$ cat config.mk
export PLATFORM = sky130hd
export DESIGN_NAME = keypad_row_decoder
export DESIGN_NICKNAME = d
export VERILOG_FILES = /design/src/rtl/keypad_pkg.sv /design/src/rtl/row_sync.sv /design/src/rtl/keypad_row_decoder.sv
export SDC_FILE = /design/constraint.sdc
export NUM_CORES = 1
export LEC_CHECK = 0
export ABC_AREA = 0
export CAP_MARGIN = 15
export CORE_MARGIN = 1
export CORE_UTILIZATION = 40
export CTS_BUF_LIST = sky130_fd_sc_hd__clkbuf_16
export DETAILED_ROUTE_END_ITERATION = 10
export GPL_TIMING_DRIVEN = 0
export SLEW_MARGIN = 20
export SYNTH_ARGS = -nofsm -noshare
export SYNTH_HDL_FRONTEND = slang
export SYNTH_SLANG_ARGS = --single-unit
$ cat constraint.sdc
create_clock -name slow_clk -period 2.5 [get_ports slow_clk]
set_input_delay 0.375 -clock slow_clk [delete_from_list [all_inputs] [get_ports slow_clk]]
set_output_delay 0.375 -clock slow_clk [all_outputs]
set_load 0.02 [all_outputs]
$ cat src/rtl/keypad_pkg.sv
// ============================================================================
// Module  : keypad_pkg
// Purpose : Shared types, key-code constants and helpers for the keypad
//           receive path (state encoding, row/column to key-code decoding,
//           single-row detection).
// Ports   : none (package)
// Revision: 1.0 - initial release
// ============================================================================
`default_nettype none

package keypad_pkg;

  typedef enum logic [1:0] {
    IDLE     = 2'd0,
    DEBOUNCE = 2'd1,
    PRESSED  = 2'd2,
    RELEASE  = 2'd3
  } key_state_t;

  localparam logic [3:0] KEY_STAR = 4'hE;
  localparam logic [3:0] KEY_HASH = 4'hF;

  // Map a (row, column) position on the 4x4 pad to its key code.
  function automatic logic [3:0] decode_key(input logic [1:0] row,
                                            input logic [1:0] col);
    logic [3:0] code;
    code = 4'h0;
    case ({row, col})
      4'b00_00: code = 4'h1;
      4'b00_01: code = 4'h2;
      4'b00_10: code = 4'h3;
      4'b00_11: code = 4'hA;
      4'b01_00: code = 4'h4;
      4'b01_01: code = 4'h5;
      4'b01_10: code = 4'h6;
      4'b01_11: code = 4'hB;
      4'b10_00: code = 4'h7;
      4'b10_01: code = 4'h8;
      4'b10_10: code = 4'h9;
      4'b10_11: code = 4'hC;
      4'b11_00: code = KEY_STAR;
      4'b11_01: code = 4'h0;
      4'b11_10: code = KEY_HASH;
      4'b11_11: code = 4'hD;
      default:  code = 4'h0;
    endcase
    return code;
  endfunction

  // True when exactly one row line is active; two or more means ghosting.
  function automatic logic single_row(input logic [3:0] rows);
    logic result;
    result = 1'b0;
    case (rows)
      4'b0001, 4'b0010, 4'b0100, 4'b1000: result = 1'b1;
      default:                            result = 1'b0;
    endcase
    return result;
  endfunction

  // Index of the active row; only meaningful when single_row() is true.
  function automatic logic [1:0] row_index(input logic [3:0] rows);
    logic [1:0] idx;
    idx = 2'd0;
    case (rows)
      4'b0010: idx = 2'd1;
      4'b0100: idx = 2'd2;
      4'b1000: idx = 2'd3;
      default: idx = 2'd0;
    endcase
    return idx;
  endfunction

endpackage

`default_nettype wire

$ cat src/rtl/row_sync.sv
// ============================================================================
// Module  : row_sync
// Purpose : N-stage flip-flop chain with asynchronous active-high reset.
//           Used as the row-input synchroniser and as the matching delay
//           line for the column index so both arrive aligned.
// Ports   : clk  - clock
//           rst  - asynchronous active-high reset
//           d    - input vector [WIDTH-1:0]
//           q    - output after STAGES clocks [WIDTH-1:0]
// Revision: 1.0 - initial release
// ============================================================================
`default_nettype none

module row_sync #(
  parameter int STAGES = 2,
  parameter int WIDTH  = 4
) (
  input  logic             clk,
  input  logic             rst,
  input  logic [WIDTH-1:0] d,
  output logic [WIDTH-1:0] q
);

  logic [WIDTH-1:0] stage_q [STAGES];

  always_ff @(posedge clk or posedge rst) begin
    if (rst) begin
      for (int i = 0; i < STAGES; i++) begin
        stage_q[i] <= '0;
      end
    end else begin
      stage_q[0] <= d;
      for (int i = 1; i < STAGES; i++) begin
        stage_q[i] <= stage_q[i-1];
      end
    end
  end

  assign q = stage_q[STAGES-1];

endmodule

`default_nettype wire

$ cat src/rtl/keypad_row_decoder.sv
// ============================================================================
// Module  : keypad_row_decoder
// Purpose : Receive side of a 4x4 keypad scan. Synchronises the row lines,
//           aligns them with the driven column index, debounces one key at
//           a time and reports its code with a single-cycle strobe plus a
//           held flag that drops on a debounced release.
// Ports   : slow_clk     - scan clock, shared with the column driver
//           rst          - asynchronous active-high reset
//           row_in[3:0]  - raw row lines for the currently driven column
//           column_index - index of the column driven this cycle
//           key_code     - code of the last accepted key
//           key_valid    - one-cycle pulse on press acceptance
//           key_held     - high from press acceptance to release acceptance
// Revision: 1.0 - initial release
// ============================================================================
`default_nettype none

module keypad_row_decoder
  import keypad_pkg::*;
#(
  parameter int DEBOUNCE_SCANS = 4,
  parameter int RELEASE_SCANS  = 4,
  parameter int SYNC_STAGES    = 2
) (
  input  logic       slow_clk,
  input  logic       rst,
  input  logic [3:0] row_in,
  input  logic [1:0] column_index,
  output logic [3:0] key_code,
  output logic       key_valid,
  output logic       key_held
);

  localparam logic [3:0] DEB_TARGET = 4'(DEBOUNCE_SCANS);
  localparam logic [3:0] REL_TARGET = 4'(RELEASE_SCANS);

  logic [3:0] row_s;
  logic [1:0] col_s;

  row_sync #(.STAGES(SYNC_STAGES), .WIDTH(4)) u_row_sync (
    .clk (slow_clk),
    .rst (rst),
    .d   (row_in),
    .q   (row_s)
  );

  // Same depth as the row synchroniser so each row sample is paired with
  // the column that was driven when it was captured.
  row_sync #(.STAGES(SYNC_STAGES), .WIDTH(2)) u_col_delay (
    .clk (slow_clk),
    .rst (rst),
    .d   (column_index),
    .q   (col_s)
  );

  key_state_t state_q, state_d;
  logic [3:0] cnt_q, cnt_d;
  logic [1:0] row_cap_q, row_cap_d;
  logic [1:0] col_cap_q, col_cap_d;
  logic [3:0] key_code_q, key_code_d;
  logic       key_valid_q, key_valid_d;
  logic       key_held_q, key_held_d;

  logic       hit;
  logic [1:0] hit_row;
  logic       col_match;
  logic [3:0] cnt_inc;
  logic       accept;

  assign hit       = single_row(row_s);
  assign hit_row   = row_index(row_s);
  assign col_match = (col_s == col_cap_q);
  assign cnt_inc   = (cnt_q == 4'hF) ? cnt_q : cnt_q + 4'd1;

  always_comb begin
    state_d     = state_q;
    cnt_d       = cnt_q;
    row_cap_d   = row_cap_q;
    col_cap_d   = col_cap_q;
    key_code_d  = key_code_q;
    key_valid_d = 1'b0;
    key_held_d  = key_held_q;
    accept      = 1'b0;

    case (state_q)
      IDLE: begin
        if (hit) begin
          row_cap_d = hit_row;
          col_cap_d = col_s;
          if (DEB_TARGET == 4'd1) begin
            accept = 1'b1;
          end else begin
            cnt_d   = 4'd1;
            state_d = DEBOUNCE;
          end
        end
      end

      DEBOUNCE: begin
        // Cycles scanning other columns carry no information about this key.
        if (col_match) begin
          if (hit && (hit_row == row_cap_q)) begin
            cnt_d = cnt_inc;
            if (cnt_inc == DEB_TARGET) begin
              accept = 1'b1;
            end
          end else begin
            cnt_d   = 4'd0;
            state_d = IDLE;
          end
        end
      end

      PRESSED: begin
        // Only the captured key's row bit matters; other keys are ignored.
        if (col_match && !row_s[row_cap_q]) begin
          if (REL_TARGET == 4'd1) begin
            key_held_d = 1'b0;
            cnt_d      = 4'd0;
            state_d    = IDLE;
          end else begin
            cnt_d   = 4'd1;
            state_d = RELEASE;
          end
        end
      end

      RELEASE: begin
        if (col_match) begin
          if (!row_s[row_cap_q]) begin
            cnt_d = cnt_inc;
            if (cnt_inc == REL_TARGET) begin
              key_held_d = 1'b0;
              cnt_d      = 4'd0;
              state_d    = IDLE;
            end
          end else begin
            cnt_d   = 4'd0;
            state_d = PRESSED;
          end
        end
      end

      default: begin
        cnt_d   = 4'd0;
        state_d = IDLE;
      end
    endcase

    if (accept) begin
      key_code_d  = decode_key(row_cap_d, col_cap_d);
      key_valid_d = 1'b1;
      key_held_d  = 1'b1;
      cnt_d       = 4'd0;
      state_d     = PRESSED;
    end
  end

  always_ff @(posedge slow_clk or posedge rst) begin
    if (rst) begin
      state_q     <= IDLE;
      cnt_q       <= 4'd0;
      row_cap_q   <= 2'd0;
      col_cap_q   <= 2'd0;
      key_code_q  <= 4'h0;
      key_valid_q <= 1'b0;
      key_held_q  <= 1'b0;
    end else begin
      state_q     <= state_d;
      cnt_q       <= cnt_d;
      row_cap_q   <= row_cap_d;
      col_cap_q   <= col_cap_d;
      key_code_q  <= key_code_d;
      key_valid_q <= key_valid_d;
      key_held_q  <= key_held_d;
    end
  end

  assign key_code  = key_code_q;
  assign key_valid = key_valid_q;
  assign key_held  = key_held_q;

endmodule

`default_nettype wire

==> impl.org, run 1 <==
** Placement
- At the end of routability-driven placement, the weighted congestion stood at 0.844.
- Placement-stage cell area :: 1810 µm²
- Pre-CTS WS :: -0.319 ns
- Detail Placement HPWL :: 2220 µm
- The count of buffers added on input and output ports is 13.

** Die
- DIE HEIGHT :: 65.6 µm
- In this run the standard cell core region covers 3770 µm².
- Floorplan die width :: 65.6 µm
- The floorplan has 22 rows.
- Die outline area :: 4310 µm²
- Initial cell density of the core :: 43.0%
- IO Pins :: 14

** Route
- The routed layout has 1183 vias.
- In the routed design, unresolved DRC markers number 0.
- In the final routed layout, each cell accounts on average for 14.5 µm.
- Summed over all nets, wire length on met2 after detailed routing comes to 1540 µm.
- Antenna viol nets, final :: 0
- In this run, the number of DRC markers left after iteration 0 of detailed routing was 38.
- The routed design has 3130 µm of wire.
- Metal3 WL :: 80 µm
- Routed metal-1 wire length :: 1470 µm
- The highest metal layer carrying signal wires in the routed design is met4.
- Number of vias per cell after detailed routing :: 5.48
- Length of the first detailed-routing pass in iterations :: 4

** Final layout
- In the final design database the tool counted 182 nets.
- Synthesis-to-finish area growth :: 21.3%
- Number of fill cells in the layout :: 329
- Final standard cell area without fillers :: 1970 µm²
- 0 antenna diodes ended up in the layout.
- In the final layout, the share of cells above drive strength 1 is 23.8%.

** Setup path
- The worst setup path is launched from a flop.
- Worst EP required :: 2.65 ns
- In this run the worst path has a maximum fanout of 10.
- Endpoint type of the worst setup path :: flop
- WP data arrival :: 2.54 ns
- Class of the most critical setup path :: reg2reg

** STA
- At the pin with the least slew margin, the transition time is 0.563 ns.
- RSZ-0062 raised after global routing :: yes
- Worst setup margin :: 0.108 ns
- Achievable Freq :: 418 MHz
- Worst slew slack as a fraction of its limit :: 62.4%
- Setup violations remaining at the end of the flow were counted as 0.
- Total count of max-transition violations in the final report :: 0
- The clock arrives with 0.00486 ns of skew.
- Tmin final :: 2.39 ns
- Final Cycle Share :: 95.7%
- Number of hold violations in the final report :: 0

** Job
- Max-Cap Viols :: 0

** Clocking
- Number of clock sinks seen by CTS :: 28
- TritonCTS built the clock tree.
- Cell at the root of the clock tree :: clkbuf_16
- Post-CTS clock slew at the launch and capture registers of the worst setup and hold paths :: 0.07 ns
- Bufs on Longest Clock Path :: 2
- TritonCTS created 3 clock buffers.
- Clock insertion delay at the later pin of the skew report :: 0.26 ns
- Maximum level of the CTS H-tree :: 1

** Outcome
- Outcome :: finished, final reports clean

** Synthesis
- Post-Syn Area :: 1620 µm²
- Averaged over all synthesized cells, the footprint is 10.9 µm².
- Post-synth top area share :: 43.2%
- Synthesized netlist net count :: 162
- Biggest area contributors in the synthesized netlist :: dfrtp_1 43%, ha_1 3.9%, mux2i_1 3.1%, o21ai_0 2.8%, buf_6 2.8%
- Among all flip-flop cells after synthesis, the most frequent one is dfrtp_1.
- Of all cell types, the one taking the most synthesized area is dfrtp_1.
- In the synthesized netlist, the number of instances is 149.
- Ys async rst share :: 100%
- The synthesized netlist contains 54 unique library cells.
- The Yosys step of the flow raised 0 warnings.
- After synthesis the netlist holds a flip-flop and latch count of 28.
- Post-synth EDFFs :: 0
- For this run, the register share of the synthesized area comes to 43.2%.

** Power and ir drop
- Pwr Density :: 737 nW/µm²
- Power comes to 1.45 mW.
- For this design the static power due to leakage is 0.819 nW.
- VDD sags by at most 0.000369 V.

** Global route
- Gr ovfl total :: 0
- Global routing usage summed across all routing layers :: 16.5%
- Via count of the first global-routing pass :: 1202
- The initial antenna violation count is 0.
- The first global-routing pass estimated 5460 µm of wire.
- Entering global routing, the biggest net connects 29 pins.

** Hold path
- Classification of the worst-slack hold path :: reg2reg
layout by cell type (no fill, tap or decap), types with 2 or more instances in the layout:
master,instances
mux2_4,2
o211ai_1,2
dfrtp_2,2
nor2_1,9
clkdlybuf4s50_1,13
nand3_1,2
o21ai_0,9
inv_2,2
nor2_2,2
mux2i_1,5
a211oi_2,2
nand3b_1,2
nand2_1,10
buf_6,5
mux2_2,2
clkbuf_16,3
a21oi_1,5
and2_1,2
ha_1,4
a21boi_0,2
nor3_1,5
dfrtp_1,26
buf_4,4
and3_1,3
nand4b_1,2
xor2_1,2
inv_1,6
kinds of logic after synthesis:
logic type | Yosys count | synth area share [%]
AOI/OAI and AO/OA | 37 | 19.1
xor gates and xnor gates | 3 | 1.62
adders and majority gates | 5 | 3.86
buffers and inverters | 16 | 6.10
DFF | 28 | 43.2
muxes | 10 | 7.95
and+or+nand+nor | 50 | 18.1
path summary, 6_finish.rpt:
path                                       start              end  slack (ns)  cells after the start
max in group asynchronous                    rst         cnt_q[1]        1.61                      2
max                              u_row_sync.q[2]      key_code[2]        0.11                      9
min reg2reg                u_row_sync.stage_q[5]  u_row_sync.q[1]        0.35                      0
min                        u_row_sync.stage_q[5]  u_row_sync.q[1]        0.35                      0
max reg2reg                      u_row_sync.q[2]      key_code[2]        0.11                      9
min in group asynchronous                    rst        key_valid        0.49                      2
critical path, cell delays in order, from the launching register on:
cell and delay (ns):
dfrtp_1 0.39, buf_6 0.15, nor4b_4 0.35, a211o_1 0.20, a32o_2 0.25, inv_2 0.06, ha_1 0.29, nor3_1 0.05
mux2_2 0.26, mux2_4 0.27
cell usage after synthesis, drive strengths merged, types with 3 or more instances:
master  count
buf         7
nor3        5
mux2        4
nand2      10
xor2        3
nor2       11
a21oi       5
o21ai      11
mux2i       5
inv         8
ha          5
a211oi      3
and3        3
dfrtp      28
sequential cells by signal, summed over array words and instances (netlist names), 2 cells and up:
register             cells
cnt_q                    4
col_cap_q                2
key_code                 4
row_cap_q                2
state_q                  2
u_col_delay.q            2
u_col_delay.stage_q      2
u_row_sync.q             4
u_row_sync.stage_q       4
area by class of cell:
cell class                      instances  area [µm²]  area share (%)
Multi-Input combinational cell        105         872            44.4
Sequential cell                        28         703            35.8
Timing Repair Buffer                   15         145            7.38
Buffer                                  8        76.3            3.88
Clock buffer                            3        75.1            3.82
Tap cell                               48        60.1            3.06
Inverter                                8        30.0            1.53
Clock inverter                          1        3.75           0.191
metrics by stage:
step	instances	setup TNS [ns]	hold WS [ns]	util (%)
5_1_grt	216	-0.00893	0.359	52.1
6_report	216	0	0.349	52.1
3_3_place_gp	210	-0.448	0.333	48.0
3_5_place_dp	210	-0.611	0.338	48.0
2_1_floorplan	149	0	0.331	-
4_1_cts	215	0	0.353	51.3
routing by layer:
| metal | up-vias | GRT usage, % |
|---|---|---|
| li1 | 581 | - |
| met1 | 575 | 21.3 |
| met2 | 21 | 26.9 |
| met3 | 6 | 2.43 |
| met4 | 0 | 7.34 |
| met5 | - | 0 |
repair_timing:
action,CTS,global route
hold buffers,0,0
pin swaps,1,4
resized for setup,7,9
hold endpoints to repair,0,0
endpoints found under the setup margin,4,4
setup buffers,1,1
report_power, final:
group | switching, mW | internal, mW | total [mW] | leakage [nW]
registers | 0.0442 | 0.505 | 0.549 | 0.353
clock network | 0.144 | 0.214 | 0.358 | 0.0385
logic | 0.313 | 0.229 | 0.542 | 0.427
(Power assumes the default switching activity.)
==> run 2, diff against run 1 <==
--- a/config.mk
+++ b/config.mk
@@ -12,6 +12,7 @@
 export CTS_BUF_LIST = sky130_fd_sc_hd__clkbuf_16
 export DETAILED_ROUTE_END_ITERATION = 10
 export GPL_TIMING_DRIVEN = 0
+export PLACE_DENSITY = 0.58
 export SLEW_MARGIN = 20
 export SYNTH_ARGS = -nofsm -noshare
 export SYNTH_HDL_FRONTEND = slang
==> impl.org, run 2 (synthesized netlist as in run 1, its figures left out) <==
** Global route
- Largest net degree at the start of global routing :: 29
- Initial antenna violation count :: 0
- Global routing usage summed across all routing layers :: 16.3%
- Via count of the first global-routing pass :: 1243
- The first global-routing pass estimated 5490 µm of wire.
- Summed over all layers, the global routing overflow is 0.

** STA
- Worst slew slack as a fraction of its limit :: 61.8%
- After layout, the worst path uses 97.2% of the clock period.
- Static timing analysis puts the maximum clock frequency at 412 MHz.
- Tmin final :: 2.43 ns
- Post-route setup TNS :: 0 ns
- At the pin with the least slew margin, the transition time is 0.573 ns.
- Number of hold violations in the final report :: 0
- Final setup skew :: 0.00280 ns
- Final setup violation count :: 0
- RSZ-0062 raised after global routing :: yes
- Total count of max-transition violations in the final report :: 0

** Final layout
- The library cell used most frequently in the layout, excluding fill and tap cells, is dfrtp_1.
- Number of fill cells in the layout :: 316
- In the layout the commonest cells are 27 x dfrtp_1, 13 x clkdlybuf4s50_1, 11 x buf_4.
- Once layout is complete, the cells apart from fillers number 223.
- The number of antenna diodes in the final layout is 0.
- Share of post-route cells with drive strength above 1 :: 28.0%
- Final standard cell area without fillers :: 2070 µm²
- The final layout contains 189 nets.
- Synthesis-to-finish area growth :: 27.6%

** Setup path
- Counting stages on the worst path, the most repeated cell is mux2_4.
- WP data arrival :: 2.58 ns
- Crit path buf inv count :: 2
- The worst setup path is captured at a flop.
- The slowest stage of the critical path is the dfrtp_1 cell.
- For the worst setup path, the data required time is 2.65 ns.
- Class of the most critical setup path :: reg2reg
- The worst setup path is launched from a flop.
- Critical-path cell list :: buf_6 -> nor4b_4 -> a211o_1 -> a32o_2 -> inv_2 -> ha_4 -> nor3_2 -> mux2_4 -> mux2_4
- In this run the worst path has a maximum fanout of 6.
- On the critical path the largest part of the delay comes from multiplexers.
- Largest incremental delay on the critical path :: 0.40 ns

** Power and ir drop
- Pleak :: 0.869 nW
- Combinational logic burns 37.4% of the power.
- For this design the total switching power over the nets is 0.531 mW.
- Total internal power :: 1.10 mW
- Clock network fraction of design power :: 28.8%
- In this run the power density over the cells is 788 nW/µm².
- Sequential cell fraction of total power :: 33.7%
- Worst VDD drop :: 0.000502 V
- Of the total power, the share spent switching nets is 32.6%.

** Hold path
- The path class of the tightest hold or removal check is reg2reg.

** Die
- Floorplan die width :: 65.6 µm
- In this run the standard cell core region covers 3770 µm².
- IO Pins :: 14
- Once the floorplan was initialized, standard cells occupied 43.0% of the core.
- DIE HEIGHT :: 65.6 µm
- Rows :: 22
- Die outline area :: 4310 µm²

** Route
- In the final routed layout, each cell accounts on average for 14.7 µm.
- Antenna viol nets, final :: 0
- Overall routed net length :: 3270 µm
- Initial DRC count :: 73
- Length of the first detailed-routing pass in iterations :: 4
- The final route contains 1239 vias.
- In the routed layout, each cell is associated on average with a via count of 5.56.
- DRC :: 0

** Clocking
- Clock tree synthesis found a total of 28 sinks.
- Clock tree from TritonCTS :: yes
- Counting along the longest clock path gives a buffer depth of 2.
- Maximum level of the CTS H-tree :: 1
- Post-CTS Hold Buffers :: 0
- The tree is rooted in a clkbuf_16.
- For the worst-skew pair, the clock arrives at the later sink with an insertion delay of 0.26 ns.
- Total clock buffers created by CTS :: 3
- Post-CTS clock slew at the launch and capture registers of the worst setup and hold paths :: 0.07 ns

** Job
- Max-Cap Viols :: 0

** Placement
- The congestion estimate from routability-driven global placement came to 0.838.
- The placed instances occupy a cell area of 1810 µm².
- The wire-length estimate of the detail-placed layout is 2170 µm.
- Placed Cells :: 210
- Buffers placed on the I/O ports in this run total 13.

** Outcome
- The run finished with clean final reports.
run 2: cell types whose count changed in the layout (fill, tap and decap cells not counted), sizes merged:
cell | before | now
bufinv | 0 | 1
buf | 9 | 16
clkinv | 1 | 0
run 2: final cells by class:
class	instances	area, µm²	area share (%)
Clock inverter	1	30.0	1.45
Clock buffer	3	75.1	3.63
Inverter	8	30.0	1.45
Buffer	8	72.6	3.51
Sequential cell	28	702	33.9
Tap cell	48	60.1	2.90
Multi-Input combinational cell	105	903	43.7
Timing Repair Buffer	22	195	9.44
run 2: timing repair:
item / 4_1_cts / 5_1_grt
cloned: 0 / 1
gates resized for setup: 7 / 11
endpoints found under the setup margin: 2 / 4
pin swaps: 1 / 5
buffers inserted: 1 / 7
hold endpoints to repair: 0 / 0
run 2: worst paths after layout:
kind	startpoint	end	slack, ns	depth (start not counted)
max	u_row_sync.q[3]	key_code[2]	0.07	9
min	u_row_sync.stage_q[7]	u_row_sync.q[3]	0.35	0
max reg2reg	u_row_sync.q[3]	key_code[2]	0.07	9
min reg2reg	u_row_sync.stage_q[7]	u_row_sync.q[3]	0.35	0
max in group asynchronous	rst	cnt_q[0]	1.60	2
min in group asynchronous	rst	u_row_sync.stage_q[4]	0.49	2
run 2: power by group through the flow:
stage	Sequential (mW)	Combinational (mW)	Clock [mW]
2_1_floorplan	0.543	0.391	0
3_3_place_gp	0.553	0.476	0
3_5_place_dp	0.554	0.491	0
4_1_cts	0.546	0.519	0.481
5_1_grt	0.558	0.664	0.499
6_report	0.550	0.610	0.470
run 2: layer usage:
metal  share of wire (%)  global-route usage (%)  up-vias
li1                    -                       -      595
met1                  45                    21.3      607
met2                  50                    27.3       30
met3                 3.7                    2.78        7
met4                 1.6                    4.89        0
met5                   0                       0        -
run 2: through the flow:
step           hold slack [ns]  utilization [%]  worst slack (ns)  power (mW)
2_1_floorplan            0.331                -            0.0788       0.934
3_3_place_gp             0.334             48.0            -0.262        1.03
3_5_place_dp             0.336             48.0            -0.278        1.04
4_1_cts                  0.352             52.0            0.0354        1.55
5_1_grt                  0.365             54.8           -0.0292        1.72
6_report                 0.349             54.8            0.0703        1.63
==> run 3, diff against run 2 <==
--- a/config.mk
+++ b/config.mk
@@ -8,12 +8,14 @@
 export ABC_AREA = 0
 export CAP_MARGIN = 15
 export CORE_MARGIN = 1
-export CORE_UTILIZATION = 40
+export CORE_UTILIZATION = 30
 export CTS_BUF_LIST = sky130_fd_sc_hd__clkbuf_16
 export DETAILED_ROUTE_END_ITERATION = 10
+export GPL_ROUTABILITY_DRIVEN = 0
 export GPL_TIMING_DRIVEN = 0
-export PLACE_DENSITY = 0.58
+export PLACE_DENSITY = 0.46
 export SLEW_MARGIN = 20
 export SYNTH_ARGS = -nofsm -noshare
 export SYNTH_HDL_FRONTEND = slang
+export SYNTH_HIERARCHICAL = 1
 export SYNTH_SLANG_ARGS = --single-unit
==> impl.org, run 3 <==
** STA
- Derived from the worst setup path, the maximum achievable clock frequency is 393 MHz.
- RSZ-0062 raised after global routing :: yes
- The worst pin sits at a relative slew slack of 53.5%.
- Final setup violation count :: 1
- At the pin with the least slew margin, the transition time is 0.697 ns.
- Total count of max-transition violations in the final report :: 0
- Tmin final :: 2.55 ns
- Number of hold violations in the final report :: 0
- Worst setup margin :: -0.0454 ns
- Final setup skew :: 0.00410 ns
- Final Cycle Share :: 102%

** Clocking
- Post-CTS Hold Buffers :: 0
- Clock tree from TritonCTS :: yes
- Clock tree synthesis inserted a total of 3 buffers.
- Clock insertion delay at the later pin of the skew report :: 0.26 ns
- CTS built an H-tree with a depth of 1.
- Bufs on Longest Clock Path :: 2
- Post-CTS clock slew at the launch and capture registers of the worst setup and hold paths :: 0.07 ns
- Cell at the root of the clock tree :: clkbuf_16
- The clock net in this run drives a total of 28 sinks.

** Outcome
- Outcome :: complete, but fails checks
- The checks that failed: setup timing.

** Die
- The region available for standard cell placement spans 5110 µm².
- In this run the vertical extent of the chip is 74.9 µm.
- The die covers 5610 µm².
- Initial cell density of the core :: 31.2%
- 14 I/O pins were placed.
- Rows :: 26
- The die is 74.9 µm wide.

** Power and ir drop
- Summed over all cells, the static leakage comes to 0.835 nW.
- The worst-case IR drop observed on VDD is 0.000326 V.
- Clock network fraction of design power :: 24.0%
- Psw :: 0.535 mW
- Power Total :: 1.53 mW
- For this design the ratio of total power to cell area is 761 nW/µm².
- Switching Share :: 34.9%
- Sequential cell fraction of total power :: 36.5%
- Total internal power :: 0.997 mW
- Comb pwr share :: 39.5%

** Synthesis
- Dominant synthesized flop cell :: dfrtp_1
- Yosys cell types :: 48
- In the post-synthesis netlist, the cell with the most instances is dfrtp_1.
- After synthesis the netlist holds a flip-flop and latch count of 28.
- Adder and majority cell fraction of the synthesized area :: 4.71%
- Synthesized netlist net count :: 167
- Post-synthesis instance total :: 153
- By count the netlist is led by 28 x dfrtp_1, 12 x inv_1, 12 x nand2_1.
- After synthesis, the largest family of logic cells by area is compound AO/OA/AOI/OAI gates.
- The synthesized design contains 0 enable-type register cells.
- Post-Syn Area :: 1590 µm²
- For this run, the register share of the synthesized area comes to 44.0%.
- Post-synth top area share :: 44.0%
- Mux share of post-synthesis cell area :: 7.77%
- Yosys attributes the largest share of cell area to dfrtp_1 44%, ha_1 4.7%, buf_4 3.3%, mux2i_1 3.1%, inv_1 2.8%.
- Of the total synthesized cell area, the portion taken by AND, OR, NAND and NOR gates is 15.7%.
- Synth area leader :: dfrtp_1
- Summing the areas of all xor and xnor instances in the mapped netlist gives 2.20% of the synthesized area.
- Ys async rst share :: 100%
- The synthesized netlist devotes 17.3% of its cell area to compound gates.
- Post-Synthesis Mean Instance Area :: 10.4 µm²
- Yosys printed 6 warnings.

** Setup path
- Class of the most critical setup path :: reg2reg
- In this run the worst path has a maximum fanout of 4.
- STA classifies the critical path startpoint as a flop.
- Endpoint type of the worst setup path :: flop
- Worst EP required :: 2.65 ns
- WP data arrival :: 2.70 ns
- The worst register-to-register path has a setup slack of -0.05 ns.

** Hold path
- Classification of the worst-slack hold path :: in2async

** Route
- The routed layout has 1233 vias.
- Average wire per cell in the routed design :: 13.3 µm
- The first detailed-routing pass took 4 iterations.
- Number of vias per cell after detailed routing :: 5.07
- The routed design has 3240 µm of wire.
- Initial DRC count :: 49
- In the routed design, unresolved DRC markers number 0.
- The detail route stage leaves a number of antenna-violating nets equal to 0.

** Final layout
- Synthesis-to-finish area growth :: 26.4%
- Of the cells placed in the final design, the portion with a size suffix greater than 1 is 22.5%.
- In the final design database the tool counted 188 nets.
- Commonest cells after routing, fill and taps aside :: 27 x dfrtp_1, 13 x clkdlybuf4s50_1, 12 x inv_1, 12 x nand2_1, 10 x buf_4
- The library cell used most frequently in the layout, excluding fill and tap cells, is dfrtp_1.
- Final design utilization :: 39.4%
- Count of inserted antenna diode cells :: 0

** Placement
- During placement, the flow inserted port buffers numbering 13.
- Detail Placement HPWL :: 2240 µm

** Global route
- First-pass GRT wire length :: 5280 µm
- The total overflow left after global routing is 0.
- Initial antenna violation count :: 0
- Via count of the first global-routing pass :: 1111
- Entering global routing, the biggest net connects 17 pins.
- Global routing usage summed across all routing layers :: 12.7%

** Job
- Max-Cap Viols :: 0
## run 3: cell types whose count changed in the layout (fill, tap and decap cells not counted), sizes merged, moves of 4 or more
cell / change
inv: +5
nor2: -4
nor3: -4
o41ai: +4
## run 3: final timing paths
| check | endpoint | cells after the start | start |
|---|---|---|---|
| worst max-delay path | key_code[1] | 8 | u_row_sync/q[0] |
| min in group slow_clk | u_row_sync/q[2] | 0 | u_row_sync/stage_q[6] |
| worst min-delay path | u_col_delay/q[1] | 2 | rst |
| worst max register to register | key_code[1] | 8 | u_row_sync/q[0] |
| worst min register to register | u_row_sync/q[2] | 0 | u_row_sync/stage_q[6] |
| max in group asynchronous | cnt_q[0] | 2 | rst |
## run 3: power by group through the flow
stage | sequential [mW] | clock [mW] | combinational, mW
2_1_floorplan | 0.551 | 0 | 0.404
3_3_place_gp | 0.560 | 0 | 0.498
3_5_place_dp | 0.561 | 0 | 0.514
4_1_cts | 0.557 | 0.385 | 0.573
5_1_grt | 0.568 | 0.398 | 0.668
6_report | 0.560 | 0.367 | 0.605
## run 3: area by class of cell
type	instances	area [µm²]
Tap cell	70	87.6
Sequential cell	28	702
Inverter	13	48.8
Fill cell	505	3090
Clock inverter	1	3.75
Timing Repair Buffer	21	190
Buffer	9	55.1
Clock buffer	3	75.1
Multi-Input combinational cell	98	852
## run 3: per-layer routing
layer	part of all wire [%]	vias to the layer above	track usage [%]
li1	-	585	-
met1	46	610	17.2
met2	49	32	19.8
met3	4.2	6	2.81
met4	1.7	0	4.61
met5	0	-	0
## run 3: worst max-delay path, cell delays in order (launching register included)
cell,delay [ns]
dfrtp_1,0.41
or4b_4,0.56
o311a_4,0.16
nor2_4,0.13
mux2i_4,0.25
ha_2,0.20
inv_1,0.04
mux4_2,0.43
mux2_4,0.26
## run 3: through the flow
step                      TNS (ns)  setup slack [ns]  hold WS (ns)  area [µm²]  std cells
after detailed placement    -0.400            -0.343         0.335        1830        236
after global routing        -0.257            -0.111         0.360        2010        243
after global placement      -0.339            -0.339         0.333        1830        236
after CTS                  -0.0704           -0.0704         0.346        1950        241
final                      -0.0454           -0.0454         0.342        2010        243
after floorplan             -0.103            -0.103         0.141        1610        153
## run 3: logic make-up (layout without fill, tap and decap cells)
logic type | count (synthesis) | after routing
and+or+nand+nor | 42 | 42
DFF | 28 | 28
AOI/OAI and AO/OA | 37 | 37
xor gates and xnor gates | 4 | 4
adders and majority gates | 6 | 6
buffers and inverters | 27 | 47
muxes | 9 | 9
## run 3: repair_timing
item / 4_1_cts / 5_1_grt
resized for setup: 8 / 10
buffers inserted: 5 / 3
setup endpoints to repair: 3 / 7
pin swaps: 6 / 4
